## config.mk

```make
export PLATFORM = sky130hd
export DESIGN_NAME = ps2_game_ctrl
export DESIGN_NICKNAME = d
export VERILOG_FILES = /design/src/rtl/ps2_game_ctrl.sv
export SDC_FILE = /design/constraint.sdc
export NUM_CORES = 1
export LEC_CHECK = 0
export ABC_AREA = 1
export CELL_PAD_IN_SITES_DETAIL_PLACEMENT = 0
export CELL_PAD_IN_SITES_GLOBAL_PLACEMENT = 1
export CORE_MARGIN = 5
export CORE_UTILIZATION = 38
export CTS_CLUSTER_SIZE = 24
export DETAILED_ROUTE_END_ITERATION = 12
export DONT_BUFFER_PORTS = 1
export PLACE_DENSITY_LB_ADDON = 0.15
export SYNTH_ARGS = -nofsm -noshare
export SYNTH_HDL_FRONTEND = slang
export SYNTH_SLANG_ARGS = --single-unit
```

## constraint.sdc

```tcl
create_clock -name clk -period 2.2 [get_ports clk]
set_input_delay 0.66 -clock clk [delete_from_list [all_inputs] [get_ports clk]]
set_output_delay 0.66 -clock clk [all_outputs]
set_load 0.05 [all_outputs]
```

## src/rtl/ps2_game_ctrl.sv

```systemverilog
// ps2_game_ctrl
// Keyboard command controller for the Game of Life core.
// Takes the decoded PS/2 byte stream, strips the make/break/extended
// prefixes, and turns key presses into cursor moves, run/pause and speed
// changes. It also produces TOGGLE/STEP/CLEAR commands, which are offered
// to the grid engine over a valid/ready handshake.
//
// Ports:
//   clk        system clock, rising edge
//   rst        asynchronous active-high reset
//   ps2_byte   scan-code byte, stable while ps2_state is high
//   ps2_state  byte-ready level; each rising edge delivers one byte
//   cur_x/y    edit-cursor position
//   running    1 = generations advance automatically
//   speed      generation-rate select, 0 slowest .. 7 fastest
//   cmd_valid  command pending to the grid engine
//   cmd_op     01 TOGGLE, 10 STEP, 11 CLEAR
//   cmd_x/y    TOGGLE target, frozen at issue
//   cmd_ready  grid engine accepts when high together with cmd_valid
module ps2_game_ctrl #(
    parameter int GRID_W = 32,
    parameter int GRID_H = 32,
    parameter int XW     = 5,
    parameter int YW     = 5
) (
    input  logic          clk,
    input  logic          rst,
    input  logic [7:0]    ps2_byte,
    input  logic          ps2_state,
    output logic [XW-1:0] cur_x,
    output logic [YW-1:0] cur_y,
    output logic          running,
    output logic [2:0]    speed,
    output logic          cmd_valid,
    output logic [1:0]    cmd_op,
    output logic [XW-1:0] cmd_x,
    output logic [YW-1:0] cmd_y,
    input  logic          cmd_ready
);

    localparam logic [7:0] CODE_BRK   = 8'hF0;
    localparam logic [7:0] CODE_EXT   = 8'hE0;
    localparam logic [7:0] CODE_UP    = 8'h75;
    localparam logic [7:0] CODE_DOWN  = 8'h72;
    localparam logic [7:0] CODE_LEFT  = 8'h6B;
    localparam logic [7:0] CODE_RIGHT = 8'h74;
    localparam logic [7:0] CODE_SPACE = 8'h29;
    localparam logic [7:0] CODE_ENTER = 8'h5A;
    localparam logic [7:0] CODE_N     = 8'h31;
    localparam logic [7:0] CODE_C     = 8'h21;
    localparam logic [7:0] CODE_1     = 8'h16;
    localparam logic [7:0] CODE_2     = 8'h1E;

    localparam logic [1:0] OP_TOGGLE = 2'b01;
    localparam logic [1:0] OP_STEP   = 2'b10;
    localparam logic [1:0] OP_CLEAR  = 2'b11;

    localparam logic [1:0] ST_IDLE    = 2'd0;
    localparam logic [1:0] ST_EXT     = 2'd1;
    localparam logic [1:0] ST_BRK     = 2'd2;
    localparam logic [1:0] ST_EXT_BRK = 2'd3;

    localparam logic [XW-1:0] X_MAX = XW'(GRID_W - 1);
    localparam logic [YW-1:0] Y_MAX = YW'(GRID_H - 1);

    logic [2:0] samp;
    logic       strobe;
    logic [1:0] state;
    logic [1:0] state_nxt;
    logic       is_make;
    logic       is_ext;

    logic key_up, key_down, key_left, key_right;
    logic key_toggle, key_enter, key_step, key_clear, key_slower, key_faster;
    logic       issue_req;
    logic [1:0] issue_op;

    // The byte-ready level is sampled into a shift register. A rising edge
    // of the level produces exactly one strobe, however long it stays high.
    always_ff @(posedge clk or posedge rst) begin
        if (rst) samp <= 3'b000;
        else     samp <= {samp[1:0], ps2_state};
    end

    assign strobe = samp[1] & ~samp[2];

    // Prefix tracking. The action registers act on ps2_byte directly at the
    // strobe edge, because the receiver holds the byte stable while the
    // level is high.
    always_comb begin
        state_nxt = state;
        is_make   = 1'b0;
        is_ext    = 1'b0;
        if (strobe) begin
            case (state)
                ST_IDLE: begin
                    if (ps2_byte == CODE_BRK)      state_nxt = ST_BRK;
                    else if (ps2_byte == CODE_EXT) state_nxt = ST_EXT;
                    else                           is_make   = 1'b1;
                end
                ST_EXT: begin
                    if (ps2_byte == CODE_BRK) begin
                        state_nxt = ST_EXT_BRK;
                    end else begin
                        is_make   = 1'b1;
                        is_ext    = 1'b1;
                        state_nxt = ST_IDLE;
                    end
                end
                default: state_nxt = ST_IDLE;
            endcase
        end
    end

    always_ff @(posedge clk or posedge rst) begin
        if (rst) state <= ST_IDLE;
        else     state <= state_nxt;
    end

    // Arrow keys exist only as extended codes. Every other key exists only
    // as a plain code, so an E0 prefix in front of it means "no action".
    assign key_up     = is_make &  is_ext & (ps2_byte == CODE_UP);
    assign key_down   = is_make &  is_ext & (ps2_byte == CODE_DOWN);
    assign key_left   = is_make &  is_ext & (ps2_byte == CODE_LEFT);
    assign key_right  = is_make &  is_ext & (ps2_byte == CODE_RIGHT);
    assign key_toggle = is_make & ~is_ext & (ps2_byte == CODE_SPACE);
    assign key_enter  = is_make & ~is_ext & (ps2_byte == CODE_ENTER);
    assign key_step   = is_make & ~is_ext & (ps2_byte == CODE_N);
    assign key_clear  = is_make & ~is_ext & (ps2_byte == CODE_C);
    assign key_slower = is_make & ~is_ext & (ps2_byte == CODE_1);
    assign key_faster = is_make & ~is_ext & (ps2_byte == CODE_2);

    // STEP only makes sense while paused, so it is not requested while running.
    always_comb begin
        issue_req = 1'b0;
        issue_op  = 2'b00;
        if (key_toggle) begin
            issue_req = 1'b1;
            issue_op  = OP_TOGGLE;
        end else if (key_step && !running) begin
            issue_req = 1'b1;
            issue_op  = OP_STEP;
        end else if (key_clear) begin
            issue_req = 1'b1;
            issue_op  = OP_CLEAR;
        end
    end

    // Cursor movement wraps around the grid edges.
    always_ff @(posedge clk or posedge rst) begin
        if (rst) begin
            cur_x <= '0;
            cur_y <= '0;
        end else begin
            if (key_up)
                cur_y <= (cur_y == '0) ? Y_MAX : cur_y - YW'(1);
            else if (key_down)
                cur_y <= (cur_y == Y_MAX) ? '0 : cur_y + YW'(1);
            if (key_left)
                cur_x <= (cur_x == '0) ? X_MAX : cur_x - XW'(1);
            else if (key_right)
                cur_x <= (cur_x == X_MAX) ? '0 : cur_x + XW'(1);
        end
    end

    // CLEAR always pauses, even when its command is dropped because
    // another command is still pending.
    always_ff @(posedge clk or posedge rst) begin
        if (rst) begin
            running <= 1'b0;
            speed   <= 3'd3;
        end else begin
            if (key_enter)      running <= ~running;
            else if (key_clear) running <= 1'b0;
            if (key_slower && speed != 3'd0)      speed <= speed - 3'd1;
            else if (key_faster && speed != 3'd7) speed <= speed + 3'd1;
        end
    end

    // Command register. A pending command blocks new ones until it is
    // accepted, and its target is snapshotted at issue time.
    always_ff @(posedge clk or posedge rst) begin
        if (rst) begin
            cmd_valid <= 1'b0;
            cmd_op    <= 2'b00;
            cmd_x     <= '0;
            cmd_y     <= '0;
        end else if (cmd_valid) begin
            if (cmd_ready) cmd_valid <= 1'b0;
        end else if (issue_req) begin
            cmd_valid <= 1'b1;
            cmd_op    <= issue_op;
            cmd_x     <= cur_x;
            cmd_y     <= cur_y;
        end
    end

endmodule

```

==> results of run 1 <==
## layer usage
layer | up-vias | share of wire
li1 | 984 | -
met1 | 860 | 0.46
met2 | 31 | 0.48
met3 | 4 | 0.046
met4 | 0 | 0.0086
met5 | - | 0
## cell type report
| class | count | area [um^2] | share of cell area |
|---|---|---|---|
| clock buffers | 5 | 68.8 | 0.0278 |
| inverters | 42 | 158 | 0.0638 |
| flip-flops and latches | 32 | 803 | 0.325 |
| repair buffers | 18 | 148 | 0.0597 |
| clock inverters | 3 | 42.5 | 0.0172 |
| well taps | 72 | 90.1 | 0.0365 |
| multi-input cells | 216 | 1160 | 0.470 |
## flip-flops by register name, indices dropped and copies added (netlist names)
signal / flops
cmd_op: 2
cmd_valid: 1
cmd_x: 5
cmd_y: 5
cur_x: 5
cur_y: 5
running: 1
samp: 3
speed: 3
state: 2
## layout by cell type (no fill, tap or decap), drive strengths merged, types with 3 or more instances in the layout
master / Yosys / final
inv: 42 / 42
nand3: 37 / 37
nand3b: 3 / 3
clkbuf: 2 / 5
xor2: 3 / 3
nor2: 28 / 28
dfrtp: 30 / 30
ha: 6 / 6
nand2: 95 / 95
o21ai: 13 / 13
xnor2: 3 / 3
buf: 5 / 18
nand4: 9 / 9
nor3: 5 / 5
a21oi: 8 / 8
## logic make-up (layout without fill, tap and decap cells)
kind of cell | Yosys count | after routing | synth area share
buffers and inverters | 49 | 68 | 0.0972
AND/OR/NAND/NOR | 177 | 177 | 0.392
adder cells (fa/ha/maj) | 7 | 7 | 0.0437
XOR/XNOR | 6 | 6 | 0.0242
flip-flops | 32 | 32 | 0.369
AO/OA/AOI/OAI | 26 | 26 | 0.0736
## path summary, 6_finish.rpt
path                                      start                    to
setup / recovery           speed[1]$_DFFE_PP1P_  speed[2]$_DFFE_PP0P_
hold / removal                              rst   running$_DFFE_PP0P_
setup reg to reg           speed[1]$_DFFE_PP1P_  speed[2]$_DFFE_PP0P_
hold reg to reg               samp[0]$_DFF_PP0_     samp[1]$_DFF_PP0_
max in group asynchronous                   rst  cur_y[2]$_DFFE_PP0P_
min in group clk              samp[0]$_DFF_PP0_     samp[1]$_DFF_PP0_
## power by group through the flow
stage	registers [uW]	clock network, uW	logic [uW]
after floorplan	700	0	195
after global placement	685	0	261
after detailed placement	686	0	261
after CTS	674	596	262
after global routing	678	631	291
final	674	575	258
## critical path, delay by kind of cell, from the launching register on
family,cells,cell delay [ps]
fa+ha+maj,1,350
buf+inv,4,260
simple gates,7,670
flops,1,530
## metrics by stage
stage,utilization,total power (uW)
global route,0.446,1600
floorplan,-,895
global placement,0.426,946
CTS,0.446,1530
detailed placement,0.426,946
finish,0.446,1510
==> impl_metrics.env, run 1 <==
export IMPL_place_congestion=0.836
export IMPL_use_met1=0.190
export IMPL_die_h_um=85.7
export IMPL_synth_top_cell_area_share=0.345
export IMPL_ctsResizeCount=0
export IMPL_maxCapViolations=0
export IMPL_crit_path_max_incr_delay_ps=530
export IMPL_placed_cells=380
export IMPL_start_util=0.393
export IMPL_worstPathRequired_ps=2400
export IMPL_tightest_slew_ps=659
export IMPL_htreeDepth=2
export IMPL_synth_seq_area_share=0.369
export IMPL_clk_path_buf_depth=2
export IMPL_power_internal_uw=1040
export IMPL_crit_fanout=4
export IMPL_r2r_cells=12
export IMPL_final_setup_tns_ps=0
export IMPL_period_share=0.864
export IMPL_num_io_pins=39
export IMPL_synth_seq_cells=32
export IMPL_syn_num_nets=316
export IMPL_grt_max_degree=21
export IMPL_crit_path_start_kind="register"
export IMPL_ctsHoldBuffers=0
export IMPL_port_buffers=0
export IMPL_syn_inst=297
export IMPL_core_um2=5540
export IMPL_final_area_um2=2470
export IMPL_drt_iter0_drc=78
export IMPL_pre_cts_slack_ps=14.0
export IMPL_worstSkewPairLatency_ps=290
export IMPL_grt_pass1_vias=1871
export IMPL_yosys_warnings=0
export IMPL_drc=0
export IMPL_clock_root_buffer="clkbuf_8"
export IMPL_routed_wirelength_mm=5.11
export IMPL_netlist_area_um2=2180
export IMPL_irDropWorstVdd_mv=0.307
export IMPL_dpl_cell_area_um2=2360
export IMPL_vias_per_cell=4.84
export IMPL_switching_power_uw=468
export IMPL_diodes=0
export IMPL_outcome="finished, final reports clean"
export IMPL_post_layout_nonfiller_instances=388
export IMPL_synthArstFlopShare=1.00
export IMPL_met3_usage=0.0471
export IMPL_antenna_left=0
export IMPL_post_cts_buffers=0
export IMPL_drt_pass1_iter_count=4
export IMPL_max_freq_mhz=526
export IMPL_finalNetCount=334
export IMPL_rsz0062_at_grt="no"
export IMPL_cts_tree="done"
export IMPL_drive_above_1_share=0.180
export IMPL_layout_setup_ws_ps=299
export IMPL_synth_cell_types=34
export IMPL_synth_area_per_cell_um2=7.33
export IMPL_synth_edf_count=0
export IMPL_setup_viol=0
export IMPL_power_density_nw_per_um2=610
export IMPL_hp_class="in2async"
export IMPL_num_fill_cells=600
export IMPL_clk_pin_slew_worst_paths_ps=80
export IMPL_die_area_um2=7340
export IMPL_cts_buffers_inserted=5
export IMPL_synthMostInstantiatedCell="nand2_1"
export IMPL_grtUsageTotal=0.153
export IMPL_slew_viol_final=0
export IMPL_wl_per_cell_um=13.2
export IMPL_endpoint_kind="register"
export IMPL_fin_skew_ps=8.99
export IMPL_synth_top_area_cell="dfrtp_1"
export IMPL_pwr_share_seq=0.447
export IMPL_slew_headroom=0.560
export IMPL_finalHoldWorstSlack_ps=303
export IMPL_switching_share=0.311
export IMPL_combPwrFrac=0.171
export IMPL_gr_usage_met2=0.257
export IMPL_dp_hpwl_mm=4.00
export IMPL_num_rows=27
export IMPL_crit_arrival_ps=2100
export IMPL_p_leak_uw=0.00122
export IMPL_fp_dieW_um=85.7
export IMPL_vias=1879
export IMPL_ys_flop_type="dfrtp_1"
export IMPL_grt_overflow=0
export IMPL_crit_top_cell="inv_1"
export IMPL_area_delta_synth_final_pct=13.6
export IMPL_grt_busiest_layer="met2"
export IMPL_hold_viol_final=0
export IMPL_slowest_stage="dfstp_2"
export IMPL_crit_type="reg2reg"
export IMPL_synthTopCellsByArea="dfrtp_1, nand2_1, nand3_1"
export IMPL_clkSinkCount=32
export IMPL_grt_antenna_before_repair=0
export IMPL_grt_pass1_wl_mm=8.95
export IMPL_synthTopCellsByCount="nand2_1, inv_1, nand3_1"
export IMPL_path_cells="inv_1 -> nand3_1 -> nand3_1 -> nor2_1 -> inv_1 -> fa_1 -> inv_1 -> nand4_1 -> nand3_1 -> nand2_1 -> nand2_1 -> inv_1"
export IMPL_period_minus_slack_ps=1900
export IMPL_reg2reg_slack_ps=300
export IMPL_p_clk_frac=0.382
(Power assumes the default switching activity.)
==> run 2, diff against run 1 <==
==> constraint.sdc (replaced) <==
create_clock -name clk -period 2.2 [get_ports clk]
set_input_delay 0.11 -clock clk [delete_from_list [all_inputs] [get_ports clk]]
set_output_delay 0.11 -clock clk [all_outputs]
set_load 0.05 [all_outputs]
==> impl_metrics.env, run 2 (synthesis gave the netlist of run 1 again) <==
export IMPL_htreeDepth=2
export IMPL_crit_arrival_ps=2150
export IMPL_maxCapViolations=0
export IMPL_hold_viol_final=0
export IMPL_final_setup_tns_ps=0
export IMPL_grt_overflow=0
export IMPL_hp_class="in2reg"
export IMPL_clk_pin_slew_worst_paths_ps=70
export IMPL_crit_top_cell="inv_1"
export IMPL_vias_per_cell=4.80
export IMPL_core_um2=5540
export IMPL_antenna_left=0
export IMPL_worstSkewPairLatency_ps=280
export IMPL_worstHoldPathCells=5
export IMPL_setup_viol=0
export IMPL_tightest_slew_ps=545
export IMPL_crit_path_max_incr_delay_ps=400
export IMPL_max_freq_mhz=509
export IMPL_place_congestion=0.844
export IMPL_p_leak_uw=0.00123
export IMPL_finalNetCount=335
export IMPL_start_util=0.393
export IMPL_die_area_um2=7340
export IMPL_multiInputGateArea_um2=1160
export IMPL_cts_buffers_inserted=5
export IMPL_crit_fanout=4
export IMPL_slew_viol_final=0
export IMPL_hold_end="cur_x[2]$_DFFE_PP0P_"
export IMPL_grt_pass1_vias=1833
export IMPL_critPathTopFamily="simple AND/OR/NAND/NOR gates"
export IMPL_dp_hpwl_mm=3.83
export IMPL_drc=0
export IMPL_rsz0062_at_grt="no"
export IMPL_irDropWorstVdd_mv=0.270
export IMPL_slew_headroom=0.637
export IMPL_reg2reg_from="state[0]$_DFFE_PP0P_"
export IMPL_clk_path_buf_depth=2
export IMPL_port_buffers=0
export IMPL_reg2reg_slack_ps=240
export IMPL_grt_max_degree=33
export IMPL_diodes=0
export IMPL_area_delta_synth_final_pct=13.7
export IMPL_wl_per_cell_um=12.9
export IMPL_slowest_stage="dfrtp_1"
export IMPL_post_route_util=0.446
export IMPL_drt_iter0_drc=36
export IMPL_r2r_end="speed[2]$_DFFE_PP0P_"
export IMPL_endpoint_kind="register"
export IMPL_final_cell_mix="nand2_1, inv_1, nand3_1"
export IMPL_ctsResizeCount=0
export IMPL_seqCellArea_um2=803
export IMPL_hold_path_startpoint="ps2_byte[1]"
export IMPL_worstPathRequired_ps=2390
export IMPL_period_minus_slack_ps=1960
export IMPL_fp_dieW_um=85.7
export IMPL_drive_above_1_share=0.174
export IMPL_drt_pass1_iter_count=4
export IMPL_num_rows=27
export IMPL_crit_type="reg2reg"
export IMPL_power_density_nw_per_um2=608
export IMPL_clkSinkCount=32
export IMPL_num_io_pins=39
export IMPL_grtUsageTotal=0.146
export IMPL_clock_root_buffer="clkbuf_8"
export IMPL_routed_wirelength_mm=5.03
export IMPL_crit_path_start_kind="register"
export IMPL_cts_tree="done"
export IMPL_fin_skew_ps=5.46
export IMPL_die_h_um=85.7
export IMPL_r2r_cells=11
export IMPL_grt_antenna_before_repair=0
export IMPL_outcome="finished, final reports clean"
export IMPL_path_buf_inv=3
export IMPL_path_cells="nor2_1 -> nand3_1 -> nor2_1 -> inv_1 -> fa_1 -> inv_1 -> nand4_1 -> nand3_1 -> nand2_1 -> nand2_1 -> inv_1"
export IMPL_grt_pass1_wl_mm=8.71
export IMPL_num_fill_cells=580
export IMPL_layout_commonest_cell="nand2_1"
export IMPL_period_share=0.893
export IMPL_vias=1869
run 2: cell types whose count changed in the layout (fill, tap and decap cells not counted):
cell	delta
dlygate4sd3_1	+3
buf_4	-1
buf_12	-1
run 2: worst max path at each step:
stage               cells past startpoint                 start  slack, ps                    to
global placement                       11  state[0]$_DFFE_PP0P_        300  speed[2]$_DFFE_PP0P_
global route                           11  state[0]$_DFFE_PP0P_         40  speed[2]$_DFFE_PP0P_
detailed placement                     11  state[0]$_DFFE_PP0P_        240  speed[2]$_DFFE_PP0P_
CTS                                    11  state[0]$_DFFE_PP0P_        230  speed[2]$_DFFE_PP0P_
floorplan                              12  speed[1]$_DFFE_PP1P_        130  speed[2]$_DFFE_PP0P_
finish                                 11  state[0]$_DFFE_PP0P_        240  speed[2]$_DFFE_PP0P_
run 2: area by class of cell:
cell class / count / share of cell area
flip-flops and latches: 32 / 0.325
repair buffers: 19 / 0.0607
clock inverters: 3 / 0.0172
multi-input cells: 216 / 0.469
well taps: 72 / 0.0364
clock buffers: 5 / 0.0278
inverters: 42 / 0.0637
run 2: worst register-to-register path: stages, from the launching register on:
cell	delay (ps)
dfrtp_1	400
nor2_1	250
nand3_1	220
nor2_1	130
inv_1	60
fa_1	360
inv_1	110
nand4_1	100
nand3_1	90
nand2_1	50
nand2_1	50
inv_1	40
run 2: layer usage:
layer	share of wire	vias to the layer above	GRT usage
met5	0	-	0
met4	0.011	0	0.0460
met3	0.038	6	0.0375
met2	0.49	27	0.245
met1	0.46	857	0.184
li1	-	979	-
run 2: report_power, final:
| group | leakage (uW) | internal, uW | switching (uW) | total, uW |
|---|---|---|---|---|
| clock | 0.0000541 | 335 | 233 | 568 |
| combinational | 0.000763 | 85.5 | 180 | 265 |
| sequential | 0.000408 | 622 | 48.0 | 670 |
| total | 0.00123 | 1040 | 461 | 1500 |
run 2: what timing repair did:
action / 4_1_cts / 5_1_grt
hold buffers: 3 / 0
buffers inserted: 0 / 0
endpoints found under the hold margin: 32 / 0
run 2: stage by stage:
| stage | cells | worst slack (ps) | total power (uW) | cell area [um^2] | hold slack [ps] |
|---|---|---|---|---|---|
| after global placement | 378 | 297 | 942 | 2330 | 120 |
| after global routing | 389 | 41.4 | 1600 | 2470 | 120 |
| final | 389 | 236 | 1500 | 2470 | 115 |
| after floorplan | 297 | 128 | 895 | 2180 | 141 |
| after detailed placement | 378 | 238 | 944 | 2330 | 133 |
| after CTS | 389 | 233 | 1530 | 2470 | 109 |
